### src/rtl/elevator_scan_ctrl.sv
// elevator_scan_ctrl
// ------------------
// SCAN (collective-directional) elevator car controller for an N-floor
// building. It latches car calls and directional hall calls, serves them
// sweep by sweep, and times inter-floor travel and door dwell with one
// shared timer.
//
// Ports
//   clk             system clock
//   reset           asynchronous, active-high
//   car_call        in-car floor buttons, one bit per floor (level)
//   hall_up         hall up buttons (top-floor bit ignored)
//   hall_down       hall down buttons (ground-floor bit ignored)
//   door_open_req   in-car door-open button
//   door_close_req  in-car door-close button
//   alarm           emergency stop; freezes motion and timers while high
//   floor           current or last-passed floor index
//   dir_up/dir_down committed travel direction (both low = none)
//   moving          car is between floors
//   door_open       door is open
//   arrive          one-cycle pulse on each floor-index update
//   car_pend, up_pend, down_pend  latched call lamps
//   alarm_led       registered copy of alarm
module elevator_scan_ctrl #(
    parameter int NUM_FLOORS    = 5,
    parameter int FLOOR_W       = 3,
    parameter int TRAVEL_CYCLES = 500_000_000,
    parameter int DOOR_CYCLES   = 300_000_000,
    parameter int CNT_W         = 32
) (
    input  logic                  clk,
    input  logic                  reset,
    input  logic [NUM_FLOORS-1:0] car_call,
    input  logic [NUM_FLOORS-1:0] hall_up,
    input  logic [NUM_FLOORS-1:0] hall_down,
    input  logic                  door_open_req,
    input  logic                  door_close_req,
    input  logic                  alarm,
    output logic [FLOOR_W-1:0]    floor,
    output logic                  dir_up,
    output logic                  dir_down,
    output logic                  moving,
    output logic                  door_open,
    output logic                  arrive,
    output logic [NUM_FLOORS-1:0] car_pend,
    output logic [NUM_FLOORS-1:0] up_pend,
    output logic [NUM_FLOORS-1:0] down_pend,
    output logic                  alarm_led
);

    typedef enum logic [1:0] {
        IDLE      = 2'd0,
        MOVE_UP   = 2'd1,
        MOVE_DOWN = 2'd2,
        DOOR      = 2'd3
    } state_t;

    // There is no up call at the top floor and no down call at the ground.
    localparam logic [NUM_FLOORS-1:0] UP_VALID   = {1'b0, {(NUM_FLOORS-1){1'b1}}};
    localparam logic [NUM_FLOORS-1:0] DOWN_VALID = {{(NUM_FLOORS-1){1'b1}}, 1'b0};
    localparam logic [CNT_W-1:0]      TRAVEL_LAST = CNT_W'(TRAVEL_CYCLES - 1);
    localparam logic [CNT_W-1:0]      DOOR_LAST   = CNT_W'(DOOR_CYCLES - 1);
    localparam logic [CNT_W-1:0]      CNT_ONE     = CNT_W'(1);
    localparam logic [FLOOR_W-1:0]    FLOOR_ONE   = FLOOR_W'(1);

    state_t                  state, state_nx;
    logic [CNT_W-1:0]        timer, timer_nx;
    logic [FLOOR_W-1:0]      floor_nx;
    logic                    dir_up_nx, dir_down_nx, arrive_nx;
    logic                    dir_none;

    logic [NUM_FLOORS-1:0]   at_mask, above_mask, below_mask, all_pend;
    logic                    pend_above, pend_below, any_pend;
    logic                    car_here, up_here, down_here;

    logic [NUM_FLOORS-1:0]   up_btn, down_btn;
    logic [NUM_FLOORS-1:0]   car_absorb, up_absorb, down_absorb;
    logic [NUM_FLOORS-1:0]   car_set, up_set, down_set;
    logic [NUM_FLOORS-1:0]   clr_car, clr_up, clr_down;
    logic                    door_restart;

    assign dir_none  = !dir_up && !dir_down;
    assign moving    = (state == MOVE_UP) || (state == MOVE_DOWN);
    assign door_open = (state == DOOR);

    // Floor-relative masks; all scheduling decisions use the registered floor.
    always_comb begin
        at_mask    = '0;
        above_mask = '0;
        below_mask = '0;
        for (int i = 0; i < NUM_FLOORS; i++) begin
            at_mask[i]    = (i == int'(floor));
            above_mask[i] = (i >  int'(floor));
            below_mask[i] = (i <  int'(floor));
        end
    end

    assign all_pend   = car_pend | up_pend | down_pend;
    assign pend_above = |(all_pend & above_mask);
    assign pend_below = |(all_pend & below_mask);
    assign any_pend   = |all_pend;
    assign car_here   = |(car_pend & at_mask);
    assign up_here    = |(up_pend & at_mask);
    assign down_here  = |(down_pend & at_mask);

    // Button latching. With the door open, a press that the open door already
    // serves is absorbed and re-arms the dwell instead of lighting a lamp.
    always_comb begin
        up_btn      = hall_up & UP_VALID;
        down_btn    = hall_down & DOWN_VALID;
        car_absorb  = '0;
        up_absorb   = '0;
        down_absorb = '0;
        if (state == DOOR) begin
            car_absorb = car_call & at_mask;
            if (dir_up || dir_none)
                up_absorb = up_btn & at_mask;
            if (dir_down || dir_none)
                down_absorb = down_btn & at_mask;
        end
        car_set      = car_call & ~car_absorb;
        up_set       = up_btn & ~up_absorb;
        down_set     = down_btn & ~down_absorb;
        door_restart = |{car_absorb, up_absorb, down_absorb};
    end

    // Next-state / scheduling logic.
    always_comb begin
        state_nx    = state;
        floor_nx    = floor;
        dir_up_nx   = dir_up;
        dir_down_nx = dir_down;
        timer_nx    = timer;
        arrive_nx   = 1'b0;
        clr_car     = '0;
        clr_up      = '0;
        clr_down    = '0;

        if (alarm) begin
            // Everything freezes, including a pending arrive pulse.
            arrive_nx = arrive;
        end else begin
            unique case (state)
                IDLE: begin
                    timer_nx = '0;
                    if (car_here || (up_here && (dir_up || dir_none)) ||
                        (down_here && (dir_down || dir_none))) begin
                        state_nx = DOOR;
                        clr_car  = at_mask;
                        if (dir_up || dir_none)
                            clr_up = at_mask;
                        if (dir_down || dir_none)
                            clr_down = at_mask;
                    end else if (!any_pend) begin
                        dir_up_nx   = 1'b0;
                        dir_down_nx = 1'b0;
                        if (door_open_req)
                            state_nx = DOOR;
                    end else if (dir_up) begin
                        if (pend_above) begin
                            state_nx = MOVE_UP;
                        end else begin
                            // Reverse. If the only call left is an opposite
                            // hall call here, the flip alone lets the next
                            // decision open the door.
                            dir_up_nx   = 1'b0;
                            dir_down_nx = 1'b1;
                            if (pend_below)
                                state_nx = MOVE_DOWN;
                        end
                    end else if (dir_down) begin
                        if (pend_below) begin
                            state_nx = MOVE_DOWN;
                        end else begin
                            dir_up_nx   = 1'b1;
                            dir_down_nx = 1'b0;
                            if (pend_above)
                                state_nx = MOVE_UP;
                        end
                    end else if (pend_above) begin
                        dir_up_nx = 1'b1;
                        state_nx  = MOVE_UP;
                    end else if (pend_below) begin
                        dir_down_nx = 1'b1;
                        state_nx    = MOVE_DOWN;
                    end
                end

                MOVE_UP: begin
                    // The cycle after arrive is where the stop is decided;
                    // it also counts as the first travel cycle if we pass.
                    if (arrive && (car_here || up_here || !pend_above)) begin
                        state_nx = DOOR;
                        timer_nx = '0;
                        clr_car  = at_mask;
                        clr_up   = at_mask;
                        if (!pend_above) begin
                            dir_up_nx   = 1'b0;
                            dir_down_nx = 1'b1;
                            clr_down    = at_mask;
                        end
                    end else if (timer == TRAVEL_LAST) begin
                        floor_nx  = floor + FLOOR_ONE;
                        arrive_nx = 1'b1;
                        timer_nx  = '0;
                    end else begin
                        timer_nx = timer + CNT_ONE;
                    end
                end

                MOVE_DOWN: begin
                    if (arrive && (car_here || down_here || !pend_below)) begin
                        state_nx = DOOR;
                        timer_nx = '0;
                        clr_car  = at_mask;
                        clr_down = at_mask;
                        if (!pend_below) begin
                            dir_up_nx   = 1'b1;
                            dir_down_nx = 1'b0;
                            clr_up      = at_mask;
                        end
                    end else if (timer == TRAVEL_LAST) begin
                        floor_nx  = floor - FLOOR_ONE;
                        arrive_nx = 1'b1;
                        timer_nx  = '0;
                    end else begin
                        timer_nx = timer + CNT_ONE;
                    end
                end

                DOOR: begin
                    // Open request outranks close.
                    if (door_open_req || door_restart) begin
                        timer_nx = '0;
                    end else if (door_close_req || (timer == DOOR_LAST)) begin
                        state_nx = IDLE;
                        timer_nx = '0;
                    end else begin
                        timer_nx = timer + CNT_ONE;
                    end
                end

                default: state_nx = IDLE;
            endcase
        end
    end

    always_ff @(posedge clk or posedge reset) begin
        if (reset) begin
            state     <= IDLE;
            floor     <= '0;
            dir_up    <= 1'b0;
            dir_down  <= 1'b0;
            timer     <= '0;
            arrive    <= 1'b0;
            car_pend  <= '0;
            up_pend   <= '0;
            down_pend <= '0;
            alarm_led <= 1'b0;
        end else begin
            state     <= state_nx;
            floor     <= floor_nx;
            dir_up    <= dir_up_nx;
            dir_down  <= dir_down_nx;
            timer     <= timer_nx;
            arrive    <= arrive_nx;
            // A press in the same cycle as a clear wins, so it is not lost.
            car_pend  <= (car_pend & ~clr_car) | car_set;
            up_pend   <= (up_pend & ~clr_up) | up_set;
            down_pend <= (down_pend & ~clr_down) | down_set;
            alarm_led <= alarm;
        end
    end

endmodule

### config.mk
export PLATFORM = sky130hd
export DESIGN_NAME = elevator_scan_ctrl
export DESIGN_NICKNAME = d
export VERILOG_FILES = /design/src/rtl/elevator_scan_ctrl.sv
export SDC_FILE = /design/constraint.sdc
export NUM_CORES = 1
export LEC_CHECK = 0
export ABC_CLOCK_PERIOD_IN_PS = 3160
export BUFFER_PORTS_ARGS = -buffer_cell sky130_fd_sc_hd__buf_4
export CAP_MARGIN = 40
export CORE_ASPECT_RATIO = 2
export CORE_MARGIN = 2
export CORE_UTILIZATION = 40
export DETAILED_ROUTE_END_ITERATION = 12
export PLACE_DENSITY_LB_ADDON = 0.15
export SLEW_MARGIN = 15
export SYNTH_ARGS = -nofsm -noshare
export SYNTH_HDL_FRONTEND = slang
export SYNTH_SLANG_ARGS = --single-unit
### constraint.sdc
create_clock -name clk -period 3.16 [get_ports clk]
set_input_delay 0.474 -clock clk [delete_from_list [all_inputs] [get_ports clk]]
set_output_delay 0.474 -clock clk [all_outputs]
set_load 0.01 [all_outputs]
### Word level (Yosys, flattened, before mapping)

Cells that the tools add are included.

| word-level totals | value |
|---|---|
| bits in registers | 56 |
| input bits | 20 |
| output and inout port bits | 24 |
| logic and storage cells | 178 |

| operators by class | value |
|---|---|
| $add $sub $neg | 3 |
| magnitude comparators | 9 |
| eq/ne operators | 22 |
| mux-type cells | 73 |
| bitwise logic cells | 26 |
| reduce and logical (&&, ||, !) cells | 35 |

Operators with widths:

| operator | number |
|---|---|
| two-way mux 32 bit | 5 |
| case mux 32 bit (4 select lines) | 1 |
| two-way mux 5 bit | 19 |
| equality test 32 x 29 -> 1 bit (second input constant) | 2 |
| AND 5 bit | 12 |
| case mux 5 bit (3 select lines) | 3 |
| adder 32 x 1 -> 32 bit (second input constant) | 1 |
| NOT 5 bit | 6 |
| OR reduction 5 bit | 6 |
| two-way mux 2 bit | 13 |
| OR 5 bit | 5 |
| two-way mux 1 bit | 23 |
| OR reduction 15 bit | 1 |
| AND reduction 7 bit | 2 |
| two-way mux 3 bit | 4 |
| inequality test 2 bit (second input constant) | 6 |
| AND reduction 6 bit | 2 |
| logical OR 1 bit | 11 |
| AND 4 x 5 -> 5 bit | 2 |
| inequality test 2 x 1 -> 1 bit (second input constant) | 5 |
| equality test 3 bit (first input constant) | 3 |
| case mux 2 bit (4 select lines) | 1 |
| inequality test 7 bit (second input constant) | 1 |
| > comparator 2 x 3 -> 1 bit (first input constant) | 2 |
| other kinds (21) | 32 |

### Longest topological paths before layout

| logic depth | value |
|---|---|
| word-level depth | 13 |
| gate-level depth with buffers | 13 |
| gate-level depth less buffers | 9 |

### Least setup slack after synthesis

OpenSTA, ideal clock, no wires.

| timing path | value |
|---|---|
| path kind | register to register |
| start point | register floor[0] |
| end point | register timer[7] |
| setup time | 0.101 ns |
| arrival | 2.802 ns |
| data required time | 3.059 ns |
| path slack | 0.257 ns |
| cell stages (with the launch flop) | 14 |
| buffers on the path | 4 |
| period minus slack after synthesis | 2.903 ns |
| cells stage by stage | dfrtp_1 inv_1 ha_1 buf_6 and2_1 buf_6 nand3_2 o22ai_1 a2111o_1 buf_2 nor4_4 o21ai_2 buf_6 o311ai_2 |

| on the way | value |
|---|---|
| longest elaborated chain between the ends | 8 |

RTL lines:

| what | RTL line | text |
|---|---|---|
| start, declared | 39 | `output logic [FLOOR_W-1:0] floor,` |
| start signal, assigned | 262 | `floor <= floor_nx;` |
| equality test 2 x 3 -> 1 bit, or another cell as far along | 92 | `at_mask[i] = (i == int'(floor));` |
| AND 4 x 5 -> 5 bit, or another cell as far along | 117 | `up_absorb = up_btn & at_mask;` |
| two-way mux 5 bit, or another cell as far along | 116 | `if (dir_up \|\| dir_none)` |
| two-way mux 5 bit, or another cell as far along | 114 | `if (state == DOOR) begin` |
| OR reduction 15 bit, or another cell as far along | 124 | `door_restart = \|{car_absorb, up_absorb, down_absorb};` |
| logical OR 1 bit, or another cell as far along | 233 | `if (door_open_req \|\| door_restart) begin` |
| two-way mux 32 bit (on tied branches) | 233, 192, 212 |  |
| case mux 32 bit (4 select lines) * | 143 | `unique case (state)` |
| end signal, assigned | 265 | `timer <= timer_nx;` |
| end, declared | 67 | `logic [CNT_W-1:0] timer, timer_nx;` |

Every way passes the cells marked *; elsewhere a longest branch is shown, timed or not.
A chain may end at the register's enable or synchronous reset.

### Worst setup path after layout

| timing path | value |
|---|---|
| start point | register floor[1] |
| end point | register state[1] |

| on the way | value |
|---|---|
| longest elaborated chain between the ends | 10 |

RTL lines:

| what | RTL line | text |
|---|---|---|
| < comparator 1 x 3 -> 1 bit, or another cell as far along | 94 | `below_mask[i] = (i < int'(floor));` |
| AND 5 bit | 100 | `assign pend_below = \|(all_pend & below_mask);` |
| OR reduction 5 bit | 100 |  |
| two-way mux 2 bit | n/a |  |
| two-way mux 2 bit | 160, 180 |  |
| two-way mux 2 bit | 171 | `end else if (dir_down) begin` |
| two-way mux 2 bit | 159 | `end else if (dir_up) begin` |
| two-way mux 2 bit | 154 | `end else if (!any_pend) begin` |
| two-way mux 2 bit | 146 | `if (car_here \|\| (up_here && (dir_up \|\| dir_none)) \|\|` |
| case mux 2 bit (4 select lines) | 143 |  |
| end signal, assigned | 261 | `state <= state_nx;` |
| end, declared | 66 | `state_t state, state_nx;` |

Several ways; a longest one is shown, not always the timed one.

==> flow_summary.json <==
{
  "outcome": "complete, no violations",
  "routed_wl_um": 13600,
  "ys_top_cells_by_count": "nand2_1 (83), dfrtp_1 (56), o21ai_0 (31)",
  "cts_tree": "built",
  "ir_drop_uv": 342,
  "die_x_um": 76.0,
  "crit_path_max_incr_delay_ns": 0.46,
  "seq_power_share_pct": 30.1,
  "finalSetupViolations": 0,
  "io_pins": 44,
  "final_core_util_pct": 48.9,
  "wire_per_inst_um": 19.6,
  "avgSynthCellArea_um2": 8.17,
  "initial_core_util_pct": 41.1,
  "worst_pin_slew_ns": 0.568,
  "antenna_found_initial": 0,
  "crit_chain": "inv_1 -> ha_2 -> and2_1 -> o2bb2ai_1 -> nor3_2 -> a31oi_4 -> nand2_1 -> nor4b_2 -> buf_4 -> mux2_2",
  "layout.cells.non_filler": 694,
  "crit_fanout": 10,
  "drc": 0,
  "htreeDepth": 2,
  "switching_share_pct": 42.1,
  "diodes": 0,
  "hold_viol_final": 0,
  "synth_top_area_cell": "dfrtp_1",
  "regArea_um2": 1400,
  "grt_max_degree": 50,
  "ys_seq_area_share_pct": 33.8,
  "yosysMostFrequentCell": "nand2_1",
  "slew_violations": 0,
  "drive_above_1_share_pct": 19.3,
  "core.rowCount": 52,
  "rsz0062_at_grt": "yes",
  "async_reset_ff_share_pct": 100,
  "ys_ff_latch": 56,
  "finalNetCount": 590,
  "critical_path_class": "reg2reg",
  "syn_area_um2": 4140,
  "clockPowerShare_pct": 23.6,
  "post_dp_cell_area_um2": 4720,
  "hp-class": "in2async",
  "nFillCells": 1005,
  "clock_path_buffers": 2,
  "period_needed_ns": 3.04,
  "synth_cell_type_count": 70,
  "first_pass_iters": 6,
  "multi_input_area_um2": 2550,
  "p_int_uw": 1670,
  "coreArea_um2": 10100,
  "final_cell_area_um2": 4930,
  "finClkSkew_ns": 0.0125,
  "grt_overflow": 0,
  "routed_via_density": 6.17,
  "r2r_start": "floor[1]",
  "portBuffers": 41,
  "cts_buffers": 5,
  "pwr_density_cell_nw_per_um2": 586,
  "critPathLaunchType": "register",
  "clock-sinks": 56,
  "synthesis.nets": 539,
  "ys_warn_count": 0,
  "cpLargestDelayFamily": "simple AND/OR/NAND/NOR gates",
  "detail_route.iter0.violations": 246,
  "dieArea_um2": 11200,
  "synth.top_cell.area_share_pct": 33.8,
  "cp-startpoint": "floor[1]",
  "maxCapViolations": 0,
  "combPwrFrac_pct": 46.3,
  "period_share_pct": 96.3,
  "crit_slowest_cell": "dfrtp_1",
  "dp_hpwl_um": 10400,
  "ant_nets": 0,
  "postCtsSetupBuffers": 0,
  "switching_power_uw": 1220,
  "synth.area.top_cells": "dfrtp_1 (34%), nand2_1 (7.5%), o21ai_0 (3.7%)",
  "clk_pin_slew_ns": 0.08,
  "layout-area-overhead-vs-synth_pct": 19.0,
  "worstPathArrival_ns": 3.23,
  "grt_pass1_vias": 4281,
  "die_h_um": 148,
  "end_kind": "register",
  "maxSlewHeadroom_pct": 61.9,
  "vias": 4282,
  "path_buf_inv": 2,
  "cts-root-buf": "clkbuf_16",
  "cp.required_ns": 3.34,
  "syn_inst": 507,
  "finalSetupTns_ns": 0,
  "gp_congestion": 0.963,
  "dp_cells": 686,
  "clkLatencyLatePin_ns": 0.31,
  "grt.total_usage_pct": 24.4,
  "grt_first_pass_wirelength_um": 21900,
  "clock.fmax_mhz": 329,
  "ys.flop_type": "dfrtp_1",
  "cellLeakagePower_uw": 0.00195,
  "synth-edff-count": 0
}
## cell type report
type	count	share of cell area, %
multi-input cells	403	51.7
inverters	18	1.37
clock inverters	2	0.787
flip-flops and latches	56	28.4
repair buffers	74	11.4
well taps	135	3.43
clock buffers	6	2.82
## cells in the final DEF (no fill, tap or decap), types with 6 or more instances in the layout
cell type / n
o21ai_0: 29
ha_1: 11
nor2_1: 21
inv_1: 16
o22ai_1: 10
nand2b_1: 9
buf_4: 72
a31oi_1: 6
nand2_1: 83
nand4_1: 12
nor3_1: 24
o211ai_1: 16
and2_1: 6
o21a_1: 7
nor4_1: 12
dfrtp_1: 56
nand3_1: 20
a21oi_1: 27
## layer usage
metal  global-route usage (%)  vias to the layer above  routed length [um]
met4                     14.5                        0                 776
li1                         -                     2023                   -
met1                     23.4                     2071                4730
met3                     2.56                       52                 415
met5                        0                        -                   0
met2                     48.9                      136                7700
## kinds of logic after synthesis
kind of cell    after synthesis  share of synthesized area, %
fa+ha+maj                    12                          3.62
xor+xnor                      2                         0.423
flops                        56                          33.8
mux                           5                          1.30
simple gates                225                          27.9
buf+inv                      48                          5.29
compound gates              159                          27.6
## worst paths after layout
check,to,slack [ns],cells past startpoint
worst max-delay path,state[1],0.12,10
worst min-delay path,alarm_led,0.20,2
worst max register to register,state[1],0.12,10
worst min register to register,timer[25],0.53,1
max in group asynchronous,dir_down,2.27,3
min in group clk,down_pend[3],0.39,3
## per-stage QoR
| step | power [uW] | worst slack (ns) | hold slack [ns] |
|---|---|---|---|
| after global routing | 3040 | 0.000875 | 0.257 |
| after global placement | 2150 | 0.00181 | 0.509 |
| after CTS | 2850 | 0.0393 | 0.225 |
| after floorplan | 1710 | 0.257 | 0.482 |
| final | 2890 | 0.116 | 0.202 |
| after detailed placement | 2170 | -0.0356 | 0.513 |
## sequential cells by signal, indices dropped and copies added, names as in the netlist
| name | cells |
|---|---|
| down_pend | 5 |
| arrive | 1 |
| timer | 32 |
| floor | 3 |
| state | 2 |
| alarm_led | 1 |
| up_pend | 5 |
| dir_down | 1 |
| car_pend | 5 |
| dir_up | 1 |
## repair_timing
item	in CTS	in global routing
resized for setup	1	8
hold buffers	0	0
endpoints found under the hold margin	0	0
endpoints found under the setup margin	4	32
pin swaps	0	2
## power by group through the flow
stage                     Clock [uW]  Sequential (uW)  Combinational [uW]
after detailed placement           0              883                1290
after global placement             0              880                1270
after floorplan                    0              867                 843
final                            682              870                1340
after global routing             710              884                1450
after CTS                        685              870                1290
Power figures use the tool's default switching activity.
